$ cat config.mk
export PLATFORM = sky130hd
export DESIGN_NAME = axi4_mm_read_burst_master
export DESIGN_NICKNAME = d
export VERILOG_FILES = /design/src/rtl/axi4_mm_read_burst_master.sv
export SDC_FILE = /design/constraint.sdc
export NUM_CORES = 1
export LEC_CHECK = 0
export ABC_AREA = 1
export BUFFER_PORTS_ARGS = -buffer_cell sky130_fd_sc_hd__buf_4
export CELL_PAD_IN_SITES_DETAIL_PLACEMENT = 1
export CELL_PAD_IN_SITES_GLOBAL_PLACEMENT = 2
export CORE_ASPECT_RATIO = 1.5
export CORE_UTILIZATION = 25
export DETAILED_ROUTE_END_ITERATION = 10
export PLACE_DENSITY_LB_ADDON = 0.15
export SYNTH_ARGS = -nofsm -noshare
export SYNTH_HDL_FRONTEND = slang
export SYNTH_SLANG_ARGS = --single-unit
export TNS_END_PERCENT = 30
$ cat constraint.sdc
create_clock -name aclk_i -period 3.75 [get_ports aclk_i]
set_input_delay 0.75 -clock aclk_i [delete_from_list [all_inputs] [get_ports aclk_i]]
set_output_delay 0.75 -clock aclk_i [all_outputs]
set_load 0.02 [all_outputs]
$ cat src/rtl/axi4_mm_read_burst_master.sv
// AXI4 read master: splits one read command into AR bursts capped by MAX_BURST and the 4 KB
// boundary, and forwards R beats onto a valid/ready stream with an end-of-command flag.
module axi4_mm_read_burst_master #(
    parameter int unsigned ADDR_W    = 32,
    parameter int unsigned DATA_W    = 32,
    parameter int unsigned LEN_W     = 16,
    parameter int unsigned MAX_BURST = 16,
    parameter int unsigned ID_W      = 4,
    parameter int unsigned ID_VAL    = 0
) (
    input  logic              aclk_i,
    input  logic              areset_i,
    input  logic              cmd_valid_i,
    output logic              cmd_ready_o,
    input  logic [ADDR_W-1:0] cmd_addr_i,
    input  logic [LEN_W-1:0]  cmd_beats_i,
    input  logic              cmd_fixed_i,
    output logic              arvalid_o,
    input  logic              arready_i,
    output logic [ID_W-1:0]   arid_o,
    output logic [ADDR_W-1:0] araddr_o,
    output logic [7:0]        arlen_o,
    output logic [2:0]        arsize_o,
    output logic [1:0]        arburst_o,
    input  logic              rvalid_i,
    output logic              rready_o,
    input  logic [ID_W-1:0]   rid_i,
    input  logic [DATA_W-1:0] rdata_i,
    input  logic [1:0]        rresp_i,
    input  logic              rlast_i,
    output logic              m_valid_o,
    input  logic              m_ready_i,
    output logic [DATA_W-1:0] m_data_o,
    output logic              m_last_o,
    output logic              busy_o,
    output logic              done_o,
    output logic              err_o,
    output logic [2:0]        err_code_o
);

    localparam int unsigned Bpb    = DATA_W / 8;
    localparam int unsigned Size   = $clog2(Bpb);
    localparam int unsigned FixCap = (MAX_BURST < 16) ? MAX_BURST : 16;

    localparam logic [1:0] StIdle = 2'd0;
    localparam logic [1:0] StAddr = 2'd1;
    localparam logic [1:0] StData = 2'd2;
    localparam logic [1:0] StDone = 2'd3;

    logic [1:0]        state_q, state_d;
    logic [ADDR_W-1:0] addr_q, addr_d;
    logic [LEN_W-1:0]  rem_q, rem_d;
    logic              fixed_q, fixed_d;
    logic [7:0]        arlen_q, arlen_d;
    logic [7:0]        beat_q, beat_d;
    logic              err_q, err_d;
    logic [2:0]        code_q, code_d;

    logic [12:0] bnd_beats;
    logic [31:0] beats_c;
    logic [7:0]  burst_len;
    logic [8:0]  nbeats;
    logic        xfer;
    logic        last_in_burst;
    logic        proto;

    // Burst size only depends on registers, so it is stable while AR waits for arready.
    always_comb begin
        bnd_beats = (13'd4096 - {1'b0, addr_q[11:0]}) >> Size;
        beats_c   = 32'(rem_q);
        if (fixed_q) begin
            if (FixCap < beats_c) beats_c = FixCap;
        end else begin
            if (MAX_BURST < beats_c) beats_c = MAX_BURST;
            if (32'(bnd_beats) < beats_c) beats_c = 32'(bnd_beats);
        end
        burst_len = 8'(beats_c - 32'd1);
    end

    assign nbeats        = {1'b0, arlen_q} + 9'd1;
    assign xfer          = (state_q == StData) && rvalid_i && m_ready_i;
    assign last_in_burst = (beat_q == arlen_q);

    always_comb begin
        state_d = state_q;
        addr_d  = addr_q;
        rem_d   = rem_q;
        fixed_d = fixed_q;
        arlen_d = arlen_q;
        beat_d  = beat_q;
        err_d   = err_q;
        code_d  = code_q;
        proto   = 1'b0;
        case (state_q)
            StIdle: begin
                if (cmd_valid_i) begin
                    addr_d  = (cmd_addr_i >> Size) << Size;
                    rem_d   = cmd_beats_i;
                    fixed_d = cmd_fixed_i;
                    err_d   = 1'b0;
                    code_d  = 3'b000;
                    state_d = (cmd_beats_i == '0) ? StDone : StAddr;
                end
            end
            StAddr: begin
                if (arready_i) begin
                    arlen_d = burst_len;
                    beat_d  = 8'd0;
                    state_d = StData;
                end
            end
            StData: begin
                if (xfer) begin
                    beat_d = beat_q + 8'd1;
                    rem_d  = rem_q - LEN_W'(1);
                    proto  = (rlast_i != last_in_burst) || (rid_i != ID_W'(ID_VAL));
                    if ((rresp_i != 2'b00) || proto) begin
                        err_d = 1'b1;
                        if (!err_q) code_d = {proto, rresp_i};
                    end
                    // The beat counter, not rlast, closes the burst.
                    if (last_in_burst) begin
                        if (!fixed_q) addr_d = addr_q + (ADDR_W'(nbeats) << Size);
                        state_d = (rem_q == LEN_W'(1)) ? StDone : StAddr;
                    end
                end
            end
            default: state_d = StIdle;
        endcase
    end

    always_ff @(posedge aclk_i or posedge areset_i) begin
        if (areset_i) begin
            state_q <= StIdle;
            addr_q  <= '0;
            rem_q   <= '0;
            fixed_q <= 1'b0;
            arlen_q <= 8'd0;
            beat_q  <= 8'd0;
            err_q   <= 1'b0;
            code_q  <= 3'b000;
        end else begin
            state_q <= state_d;
            addr_q  <= addr_d;
            rem_q   <= rem_d;
            fixed_q <= fixed_d;
            arlen_q <= arlen_d;
            beat_q  <= beat_d;
            err_q   <= err_d;
            code_q  <= code_d;
        end
    end

    assign cmd_ready_o = (state_q == StIdle);
    assign arvalid_o   = (state_q == StAddr);
    assign arid_o      = ID_W'(ID_VAL);
    assign araddr_o    = addr_q;
    assign arlen_o     = (state_q == StAddr) ? burst_len : arlen_q;
    assign arsize_o    = 3'(Size);
    assign arburst_o   = fixed_q ? 2'b00 : 2'b01;
    assign rready_o    = (state_q == StData) && m_ready_i;
    assign m_valid_o   = (state_q == StData) && rvalid_i;
    assign m_data_o    = rdata_i;
    assign m_last_o    = (state_q == StData) && (rem_q == LEN_W'(1));
    assign busy_o      = (state_q != StIdle);
    assign done_o      = (state_q == StDone);
    assign err_o       = err_q;
    assign err_code_o  = code_q;

endmodule
==> flow_metrics.py, run 1 <==
metrics = {
    "run_status": {
        "status": "complete, but fails checks",
        "violations": "setup timing",
    },
    "logic_synthesis": {
        "postSynthAreaPerCell_sq_um": 6.97,
        "synth_top_area_share_pct": 29.6,
        "ys_top_cells_by_area": "dfrtp_1, nand2_1, o21ai_0",
        "yosys_warnings": 0,
        "async_flop_share_pct": 100,
        "synthDistinctLibCells": 53,
        "netlist_instances": 837,
        "synth.most_common_cell": "nand2_1",
        "ys_ff_latch": 69,
        "synth_area_sq_um": 5830,
        "synth-edff-count": 0,
        "synthTopCellsByCount": "nand2_1, inv_1, o21ai_0",
        "netlist.top_cell.by_area": "dfrtp_1",
        "synthFlopType": "dfrtp_1",
        "ys_seq_area_share_pct": 29.6,
    },
    "floorplan": {
        "die_x_microns": 127,
        "ios": 186,
        "core_area_sq_um": 23000,
        "die_height_microns": 189,
        "rows": 68,
        "initial_core_util_pct": 25.4,
        "die_area_sq_um": 23900,
    },
    "setup_path": {
        "required_ns": 3.00,
        "worst_setup_path_start_kind": "register",
        "r2r_slack_ns": 0.44,
        "cp.arrival_ns": 3.29,
        "crit_path_end": "arlen_o[3]",
        "r2r_start": "arlen_q[0]$_DFFE_PP0P_",
        "r2r_end": "araddr_o[29]$_DFFE_PP0P_",
        "worstRegToRegCells": 18,
        "crit_fanout": 5,
        "critical_path_class": "register to output port",
        "setup.worst_path.end_class": "output port",
        "crit_start": "araddr_o[2]$_DFFE_PP0P_",
    },
    "pwr": {
        "power.density_nw_per_um2": 920,
        "leakagePower_nw": 3.73,
        "peakVddDrop_mv": 0.271,
    },
    "global_route": {
        "grt_pass1_vias": 6266,
        "globalRouteTotalUtil_pct": 18.0,
        "antenna_found_initial": 0,
        "grt_start_max_net_pins": 52,
        "gr-total-overflow": 0,
        "grt_pass1_wl_mm": 33.3,
    },
    "clocking": {
        "cts_tree": "done",
        "htreeDepth": 3,
        "cts_buffers": 9,
        "path_clk_slew_ns": 0.06,
        "insertion_delay_ns": 0.35,
        "cts_root_buf": "clkbuf_16",
        "clock_path_buffers": 2,
        "cts.sinks": 69,
    },
    "route": {
        "wl_met3_microns": 563,
        "dr.pass1.iters": 4,
        "top_layer_used": "met4",
        "wl_per_cell_microns": 15.9,
        "route.vias.total": 5891,
        "drc": 0,
        "wl_met1_mm": 8.38,
        "wl_mm": 20.3,
        "vias_per_cell": 4.62,
        "dr_wl_met2_mm": 11.1,
        "drt_iter0_markers": 175,
        "detail-route-antenna-nets": 0,
    },
    "layout": {
        "ff_latch_area_sq_um": 1730,
        "nFillCells": 2844,
        "diodes": 0,
        "drive_above_1_share_pct": 31.3,
        "area_growth_pct": 34.7,
        "post-route-util_pct": 34.2,
        "finalInstanceArea_sq_um": 7860,
        "multiInputGateArea_sq_um": 3580,
        "final_cells": 1276,
        "final_nets": 1113,
    },
    "sta": {
        "period_minus_slack_ns": 4.04,
        "worst_pin_slew_ns": 0.776,
        "fin_skew_ns": 0.00829,
        "finalWorstSetupSlack_ns": -0.290,
        "finalSetupViolations": 8,
        "fin_crit_sh_pct": 108,
        "hold_viol_final": 0,
        "max_slew_margin_pct": 48.2,
        "fmax_ghz": 0.248,
        "finalMaxSlewViolations": 0,
        "rsz0062_at_grt": "true",
    },
    "flow_run": {
        "drv_cap": 0,
    },
    "placement": {
        "routabilityCongestion": 0.746,
        "dp_cells": 1248,
        "portBuffers": 109,
        "place_ws_ns": -0.153,
        "placedInstanceArea_sq_um": 7200,
        "hpwl_mm": 15.8,
    },
    "worst_hold_path": {
        "min_path_type": "input port to async pin",
    },
}
-- how the worst min path moves through the flow --
| stage | from | endpoint | slack (ns) |
|---|---|---|---|
| detailed placement | rem_q[11]$_DFFE_PP0P_ | rem_q[11]$_DFFE_PP0P_ | 0.52 |
| global placement | rem_q[11]$_DFFE_PP0P_ | rem_q[11]$_DFFE_PP0P_ | 0.50 |
| CTS | areset_i | arlen_q[7]$_DFFE_PP0P_ | 0.53 |
| finish | areset_i | beat_q[2]$_DFFE_PP0P_ | 0.51 |
| floorplan | rem_q[11]$_DFFE_PP0P_ | rem_q[11]$_DFFE_PP0P_ | 0.47 |
| global route | areset_i | beat_q[2]$_DFFE_PP0P_ | 0.56 |
-- where the power goes --
group          switching [W]  total, W  internal (W)
sequential          0.000369   0.00146       0.00109
combinational        0.00289   0.00493       0.00205
clock               0.000354  0.000835      0.000481
-- state kept, by name, summed over array words and instances, names as in the netlist --
signal and count:
beat_q 8, rem_q 16, err_o 1, err_code_o 3
fixed_q 1, araddr_o 30, state_q 2, arlen_q 8
-- area by class of cell --
class / instances / share of cell area (%)
clock inverter: 4 / 0.287
multi-input combinational: 603 / 45.6
tap: 280 / 4.46
clock buffer: 12 / 3.27
sequential: 69 / 22.0
inverter: 115 / 5.51
timing repair buffer: 193 / 18.9
-- per-stage QoR --
step / setup TNS (ns) / total power [W] / hold WS [ns]
floorplan: -0.129 / 0.00428 / 0.472
global placement: -0.480 / 0.00605 / 0.504
detailed placement: -0.623 / 0.00609 / 0.522
CTS: -2.15 / 0.00726 / 0.532
global route: -3.36 / 0.00795 / 0.559
finish: -1.78 / 0.00722 / 0.506
-- kinds of logic (layout without fill, tap and decap cells) --
group | count (synthesis) | count (layout) | synth area share (%)
DFF | 69 | 69 | 29.6
adders and majority gates | 28 | 28 | 6.14
muxes | 1 | 1 | 0.172
AOI/OAI and AO/OA | 167 | 167 | 16.4
buffers and inverters | 179 | 324 | 14.4
xor gates and xnor gates | 24 | 24 | 3.61
and+or+nand+nor | 367 | 367 | 29.6
other | 2 | 16 | 0.129
-- layer usage --
| layer | up-vias | GRT usage [%] |
|---|---|---|
| li1 | 3003 | - |
| met1 | 2783 | 20.7 |
| met2 | 85 | 33.8 |
| met3 | 20 | 2.63 |
| met4 | 0 | 5.63 |
| met5 | - | 0 |
-- cell usage in the layout (no fill, tap or decap), types with 3 or more instances in the layout --
cell	count
nand2_2	21
nand3_1	43
ha_4	6
conb_1	16
xnor2_1	6
nand3_2	7
o21ai_2	4
nand2_1	149
ha_1	21
inv_1	102
nor3_4	3
o211ai_1	14
a21oi_1	26
buf_6	9
o21ai_0	77
inv_2	10
o21ai_1	17
nor3_1	12
nor3b_1	3
a21oi_2	3
clkbuf_16	9
xor2_1	16
nand4_1	10
nor2_2	18
clkinv_2	4
buf_4	184
nor4_1	6
nand2_4	5
nor2_4	4
or2_2	6
dfrtp_1	67
a31oi_1	5
o22ai_1	8
nor2_1	68
-- critical path, stage by stage, from the launching register on --
cell      delay (ns)
dfrtp_1         0.42
inv_2           0.11
ha_4            0.14
nand4_1         0.17
xor2_1          0.27
inv_1           0.13
ha_4            0.29
nand2_2         0.05
nor2_2          0.09
a211oi_2        0.05
nand2_2         0.12
nand2_8         0.08
nand2_8         0.11
buf_6           0.12
nand2_4         0.05
nand2_4         0.08
nand2_4         0.08
nor2_4          0.13
nand2_2         0.07
nand2_2         0.08
nand2_1         0.05
o21ai_1         0.08
buf_4           0.17
-- what timing repair did --
action                                 CTS  global route
buffers inserted                         9             3
endpoints found under the hold margin    0             0
setup endpoints to repair                8            17
hold buffers                             0             0
gates resized for setup                 38            26
pin swaps                               21            18
Note: power is estimated with default switching activity, not from simulation.
==> run 2: changes to the inputs <==
- ABC_AREA: 1 -> unset
- CORE_UTILIZATION: 25 -> 26
==> run 2 against run 1 <==
The run still ends with setup timing left. Non-clock buffer count up 14. Global-route usage is 2.3 points higher. Wire length is 7.8% higher. Register-to-register slack got worse by 0.97 ns. Largest cell class unchanged. First-iteration DRC count is 0.57% higher. Synthesized area is 2.7% lower. Synthesized cell count down 16%. Critical path type unchanged.
==> flow_metrics.py, run 2 <==
metrics = {
    "logic_synthesis": {
        "synthAdderAreaFrac_pct": 6.31,
        "synth_xor_area_share_pct": 5.56,
        "synthTopCellsByCount": "nand2_1, dfrtp_1, nor2_1",
        "synthDistinctLibCells": 69,
        "synth_top_family_by_area": "compound AO/OA/AOI/OAI gates",
        "synth-compound-area-share_pct": 24.4,
        "postSynthAreaPerCell_sq_um": 8.07,
        "synth_top_area_share_pct": 30.4,
        "synthMuxAreaShare_pct": 1.06,
        "ys_top_cells_by_area": "dfrtp_1, ha_1, buf_4",
        "yosys.area_share.simple_pct": 22.7,
        "ys_ff_latch": 69,
        "synth_area_sq_um": 5670,
        "netlist_instances": 703,
        "synth.most_common_cell": "nand2_1",
        "ys_seq_area_share_pct": 30.4,
        "async_flop_share_pct": 100,
        "yosys_warnings": 0,
        "synth-edff-count": 0,
        "netlist.top_cell.by_area": "dfrtp_1",
        "synthFlopType": "dfrtp_1",
    },
    "sta": {
        "fin_crit_sh_pct": 137,
        "finalWorstSetupSlack_ns": -1.39,
        "max_slew_margin_pct": 38.7,
        "worst_pin_slew_ns": 0.919,
        "finalSetupViolations": 11,
        "period_minus_slack_ns": 5.14,
        "fmax_ghz": 0.194,
        "fin_skew_ns": 0.00513,
        "finalMaxSlewViolations": 0,
        "hold_viol_final": 0,
        "rsz0062_at_grt": "true",
    },
    "placement": {
        "hpwl_mm": 16.7,
        "dp_cells": 1096,
        "routabilityCongestion": 0.856,
        "portBuffers": 109,
        "placedInstanceArea_sq_um": 7130,
    },
    "setup_path": {
        "r2r_start": "rem_q[9]$_DFFE_PP0P_",
        "crit_fanout": 5,
        "cp.arrival_ns": 4.39,
        "required_ns": 3.00,
        "worst_setup_path_start_kind": "register",
        "crit_start": "rem_q[9]$_DFFE_PP0P_",
        "setup.worst_path.end_class": "output port",
        "critical_path_class": "register to output port",
    },
    "floorplan": {
        "rows": 65,
        "ios": 186,
        "die_x_microns": 123,
        "die_area_sq_um": 22400,
        "die_height_microns": 183,
        "core_area_sq_um": 21200,
        "initial_core_util_pct": 26.7,
    },
    "global_route": {
        "globalRouteTotalUtil_pct": 20.3,
        "gr-total-overflow": 0,
        "antenna_found_initial": 0,
        "grt_pass1_wl_mm": 34.6,
        "grt_pass1_vias": 6376,
        "grt_start_max_net_pins": 68,
    },
    "clocking": {
        "path_clk_slew_ns": 0.06,
        "cts_buffers": 9,
        "insertion_delay_ns": 0.35,
        "cts_root_buf": "clkbuf_16",
        "clock_path_buffers": 2,
        "cts_tree": "done",
        "cts.sinks": 69,
        "holdBufCountCts": 0,
        "htreeDepth": 3,
    },
    "run_status": {
        "violations": "setup timing",
        "status": "complete, but fails checks",
    },
    "route": {
        "route.vias.total": 5901,
        "drt_iter0_markers": 176,
        "dr.pass1.iters": 4,
        "detail-route-antenna-nets": 0,
        "wl_mm": 21.9,
        "vias_per_cell": 5.25,
        "wl_per_cell_microns": 19.5,
        "drc": 0,
    },
    "layout": {
        "final_nets": 973,
        "area_growth_pct": 35.8,
        "final_cells": 1124,
        "post-route-util_pct": 36.3,
        "layout_commonest_cell": "buf_4",
        "drive_above_1_share_pct": 30.3,
        "ff_latch_area_sq_um": 1730,
        "final_cell_mix": "buf_4, nand2_1, dfrtp_1",
        "multiInputGateArea_sq_um": 3650,
        "finalInstanceArea_sq_um": 7700,
        "diodes": 0,
        "largest_reg_flops": 30,
        "nFillCells": 2483,
    },
    "pwr": {
        "finalPower_w": 0.00788,
        "power.density_nw_per_um2": 1020,
        "peakVddDrop_mv": 0.300,
        "leakagePower_nw": 3.35,
    },
    "worst_hold_path": {
        "min_path_type": "input port to async pin",
    },
    "flow_run": {
        "drv_cap": 0,
    },
}
==> run 2: changes by cell type after synthesis, sizes merged, moves of 18 or more <==
| cell | delta |
|---|---|
| nand2 | -99 |
| inv | -98 |
| o21ai | -61 |
| nor2 | -34 |
| nand3 | -32 |
| clkbuf | +21 |
| a21oi | +18 |
==> run 2: worst paths after layout <==
| kind | end | slack [ns] | depth (start not counted) |
|---|---|---|---|
| setup / recovery | arlen_o[4] | -1.39 | 16 |
| hold / removal | rem_q[14]$_DFFE_PP0P_ | 0.47 | 3 |
| setup reg to reg | arlen_q[6]$_DFFE_PP0P_ | -0.53 | 17 |
| hold reg to reg | rem_q[13]$_DFFE_PP0P_ | 0.51 | 1 |
| max in group asynchronous | araddr_o[11]$_DFFE_PP0P_ | 2.69 | 3 |
| min in group aclk_i | rem_q[13]$_DFFE_PP0P_ | 0.51 | 1 |
==> run 2: worst max-delay path, cell delays in order, from the launching register on <==
cell and delay (ns):
dfrtp_1 0.38, or4_4 0.54, or4b_4 0.60, or3b_4 0.45
ha_4 0.27, o211a_1 0.19, o31ai_4 0.10, a21oi_4 0.21
mux2i_2 0.27, inv_1 0.10, ha_4 0.18, buf_6 0.11
buf_6 0.11, mux2i_1 0.12, mux2i_1 0.13, o21ai_2 0.14
buf_6 0.14
==> run 2: logic make-up after synthesis <==
family                     count (synthesis)
AOI/OAI and AO/OA                        205
xor gates and xnor gates                  36
adders and majority gates                 28
buffers and inverters                     99
DFF                                       69
muxes                                      6
other                                      2
and+or+nand+nor                          258
==> run 2: repair_timing <==
item,4_1_cts,5_1_grt
resized for setup,15,13
buffers inserted,7,6
pin swaps,12,4
endpoints found under the setup margin,11,13
==> run 2: cell type report <==
cell class	count	area share (%)
Clock buffer	11	3.15
Clock inverter	5	1.38
Inverter	15	0.731
Multi-Input combinational cell	549	47.4
Sequential cell	69	22.4
Tap cell	268	4.35
Timing Repair Buffer	207	20.6
==> run 2: power by group <==
group | leakage, nW | total, W | internal [W] | switching, W
registers | 0.828 | 0.00150 | 0.00108 | 0.000420
logic | 2.36 | 0.00534 | 0.00240 | 0.00294
clock network | 0.166 | 0.00104 | 0.000671 | 0.000372
total | 3.35 | 0.00788 | 0.00415 | 0.00373
==> run 2: per-layer routing <==
layer | share of wire [%] | GRT usage [%] | up-vias
met5 | 0 | 0 | -
met4 | 3.1 | 8.73 | 0
met3 | 3.0 | 3.17 | 33
met2 | 55 | 37.9 | 114
met1 | 39 | 22.1 | 2944
li1 | - | - | 2810
==> run 2: through the flow <==
| stage | setup WS (ns) | setup TNS, ns | hold slack (ns) |
|---|---|---|---|
| floorplan | -0.949 | -5.24 | 0.457 |
| global placement | -0.939 | -5.21 | 0.474 |
| detailed placement | -1.07 | -6.28 | 0.496 |
| CTS | -1.39 | -9.95 | 0.472 |
| global route | -1.53 | -11.91 | 0.498 |
| finish | -1.39 | -10.44 | 0.468 |
==> run 3: changes to the inputs <==
- CORE_UTILIZATION: 26 -> 25
- SETUP_SLACK_MARGIN: unset -> 0.4
==> run 3 against run 2 <==
The run ends with DRC, setup timing left. Cell area increased by 0.24%. Maximum frequency up 1.9%. Sequential power barely moved. Flip-flop and latch count unchanged. Largest cell class unchanged. Critical path type unchanged.
==> flow_metrics.py, run 3 (synthesis results as in run 2) <==
metrics = {
    "setup_path": {
        "r2r_end": "arlen_q[4]$_DFFE_PP0P_",
        "critical_path_class": "register to output port",
        "crit_fanout": 4,
        "crit_path_cell_trace": "or4_4 > or4b_4 > or3b_4 > ha_4 > o211a_1 > o31ai_4 > a21oi_4 > nor2b_4 > a31oi_4 > ha_4 > o21ai_4 > buf_6 > nor4_4 > nor3_4 > o31ai_4 > buf_6",
        "worstRegToRegCells": 17,
        "required_ns": 3.00,
        "r2r_start": "rem_q[7]$_DFFE_PP0P_",
        "r2r_slack_ns": -0.34,
        "cp.arrival_ns": 4.30,
        "worst_setup_path_start_kind": "register",
        "critPathSlowestCell": "or4b_4",
        "setup.worst_path.end_class": "output port",
        "slowest_delay_ns": 0.57,
    },
    "route": {
        "wl_per_cell_microns": 19.6,
        "wl_met3_microns": 699,
        "top_layer_used": "met4",
        "dr_wl_met2_mm": 12.1,
        "vias_per_cell": 5.21,
        "wl_mm": 22.0,
        "dr.pass1.iters": 7,
        "drt_iter0_markers": 213,
        "detail-route-antenna-nets": 0,
        "wl_met1_mm": 8.71,
        "route.vias.total": 5856,
        "drc": 22,
    },
    "sta": {
        "fin_crit_sh_pct": 135,
        "period_minus_slack_ns": 5.05,
        "fin_skew_ns": 0.00896,
        "worst_hold_slack_ns": 0.524,
        "rsz0062_at_grt": "true",
        "worst_pin_slew_ns": 1.01,
        "fmax_ghz": 0.198,
        "max_slew_margin_pct": 32.9,
        "finalMaxSlewViolations": 0,
        "finalSetupViolations": 11,
        "hold_viol_final": 0,
        "finalWorstSetupSlack_ns": -1.30,
    },
    "global_route": {
        "globalRouteTotalUtil_pct": 19.4,
        "grt_start_max_net_pins": 70,
        "grt_pass1_vias": 6435,
        "grt_pass1_wl_mm": 35.4,
        "antenna_found_initial": 0,
        "gr-total-overflow": 0,
    },
    "clocking": {
        "clock_path_buffers": 2,
        "cts_tree": "done",
        "holdBufCountCts": 0,
        "insertion_delay_ns": 0.35,
        "cts_root_buf": "clkbuf_16",
        "cts_buffers": 9,
        "cts.sinks": 69,
        "path_clk_slew_ns": 0.06,
        "htreeDepth": 3,
    },
    "placement": {
        "place_ws_ns": -1.05,
        "portBuffers": 109,
        "routabilityCongestion": 0.824,
        "hpwl_mm": 16.9,
    },
    "worst_hold_path": {
        "hold-path-cell-count": 1,
        "min_path_type": "register to register",
        "hold_path_end": "err_code_o[2]$_DFFE_PP0P_",
        "hp-start": "err_code_o[2]$_DFFE_PP0P_",
    },
    "run_status": {
        "status": "complete, but fails checks",
        "violations": "DRC, setup timing",
    },
    "layout": {
        "layout_commonest_cell": "buf_4",
        "diodes": 0,
        "largest_reg_flops": 30,
        "nFillCells": 2625,
        "drive_above_1_share_pct": 30.8,
        "final_nets": 966,
        "area_growth_pct": 36.1,
        "final_cell_mix": "buf_4, nand2_1, dfrtp_1",
    },
    "floorplan": {
        "initial_core_util_pct": 25.4,
        "die_area_sq_um": 23300,
        "rows": 67,
        "core_area_sq_um": 22300,
        "die_x_microns": 125,
        "ios": 186,
        "die_height_microns": 186,
    },
    "flow_run": {
        "drv_cap": 0,
    },
    "pwr": {
        "finalPower_w": 0.00790,
        "leakagePower_nw": 3.33,
        "peakVddDrop_mv": 0.356,
        "power.density_nw_per_um2": 1020,
    },
}
==> run 3: changes by cell type in the layout (fill, tap and decap cells not counted), moves of 2 or more <==
| cell | delta |
|---|---|
| buf_4 | -10 |
| mux2i_2 | +3 |
| buf_12 | +2 |
| mux2i_1 | -2 |
| o21ai_1 | -2 |
==> run 3: worst max path at each step <==
stage / startpoint / endpoint / slack [ns]
5_1_grt: rem_q[9]$_DFFE_PP0P_ / arlen_o[4] / -1.42
4_1_cts: rem_q[13]$_DFFE_PP0P_ / arlen_o[6] / -1.31
3_5_place_dp: rem_q[9]$_DFFE_PP0P_ / arlen_o[6] / -1.05
6_report: rem_q[7]$_DFFE_PP0P_ / arlen_o[6] / -1.30
2_1_floorplan: rem_q[7]$_DFFE_PP0P_ / arlen_o[6] / -0.95
3_3_place_gp: rem_q[9]$_DFFE_PP0P_ / arlen_o[6] / -0.92
==> run 3: area by class of cell <==
class	instances	area, sq um	area share (%)
Inverter	15	56.3	0.729
Tap cell	276	345	4.47
Multi-Input combinational cell	549	3690	47.8
Clock inverter	5	106	1.38
Timing Repair Buffer	200	1560	20.2
Sequential cell	69	1730	22.4
Clock buffer	10	239	3.09
==> run 3: critical path: cells and delay by family (launching register included) <==
| family | cells | cell delay (ns) |
|---|---|---|
| buffers and inverters | 2 | 0.27 |
| flip-flops | 1 | 0.40 |
| AND/OR/NAND/NOR | 6 | 1.85 |
| adder cells (fa/ha/maj) | 2 | 0.46 |
| AO/OA/AOI/OAI | 6 | 0.96 |
==> run 3: power breakdown <==
part | internal [W] | switching, W | leakage, nW
clock network | 0.000668 | 0.000372 | 0.165
registers | 0.00108 | 0.000419 | 0.827
logic | 0.00240 | 0.00296 | 2.34
total | 0.00415 | 0.00375 | 3.33
==> run 3: what timing repair did <==
action / 4_1_cts / 5_1_grt
endpoints found under the setup margin: 16 / 24
buffers inserted: 4 / 5
pin swaps: 10 / 6
gates resized for setup: 26 / 10
==> run 3: through the flow <==
step	setup TNS, ns	util, %	instances	instance area [sq um]
after floorplan	-5.09	-	717	5810
after CTS	-8.94	34.3	1119	7640
after global placement	-5.17	32.0	1100	7130
final	-8.91	34.6	1124	7720
after detailed placement	-6.22	32.0	1100	7130
after global routing	-10.24	34.6	1124	7720
==> run 3: routing by layer <==
layer	GRT usage, %	up-vias
met5	0	-
met4	6.75	0
met3	2.72	28
met2	37.4	109
met1	21.2	2922
li1	-	2797
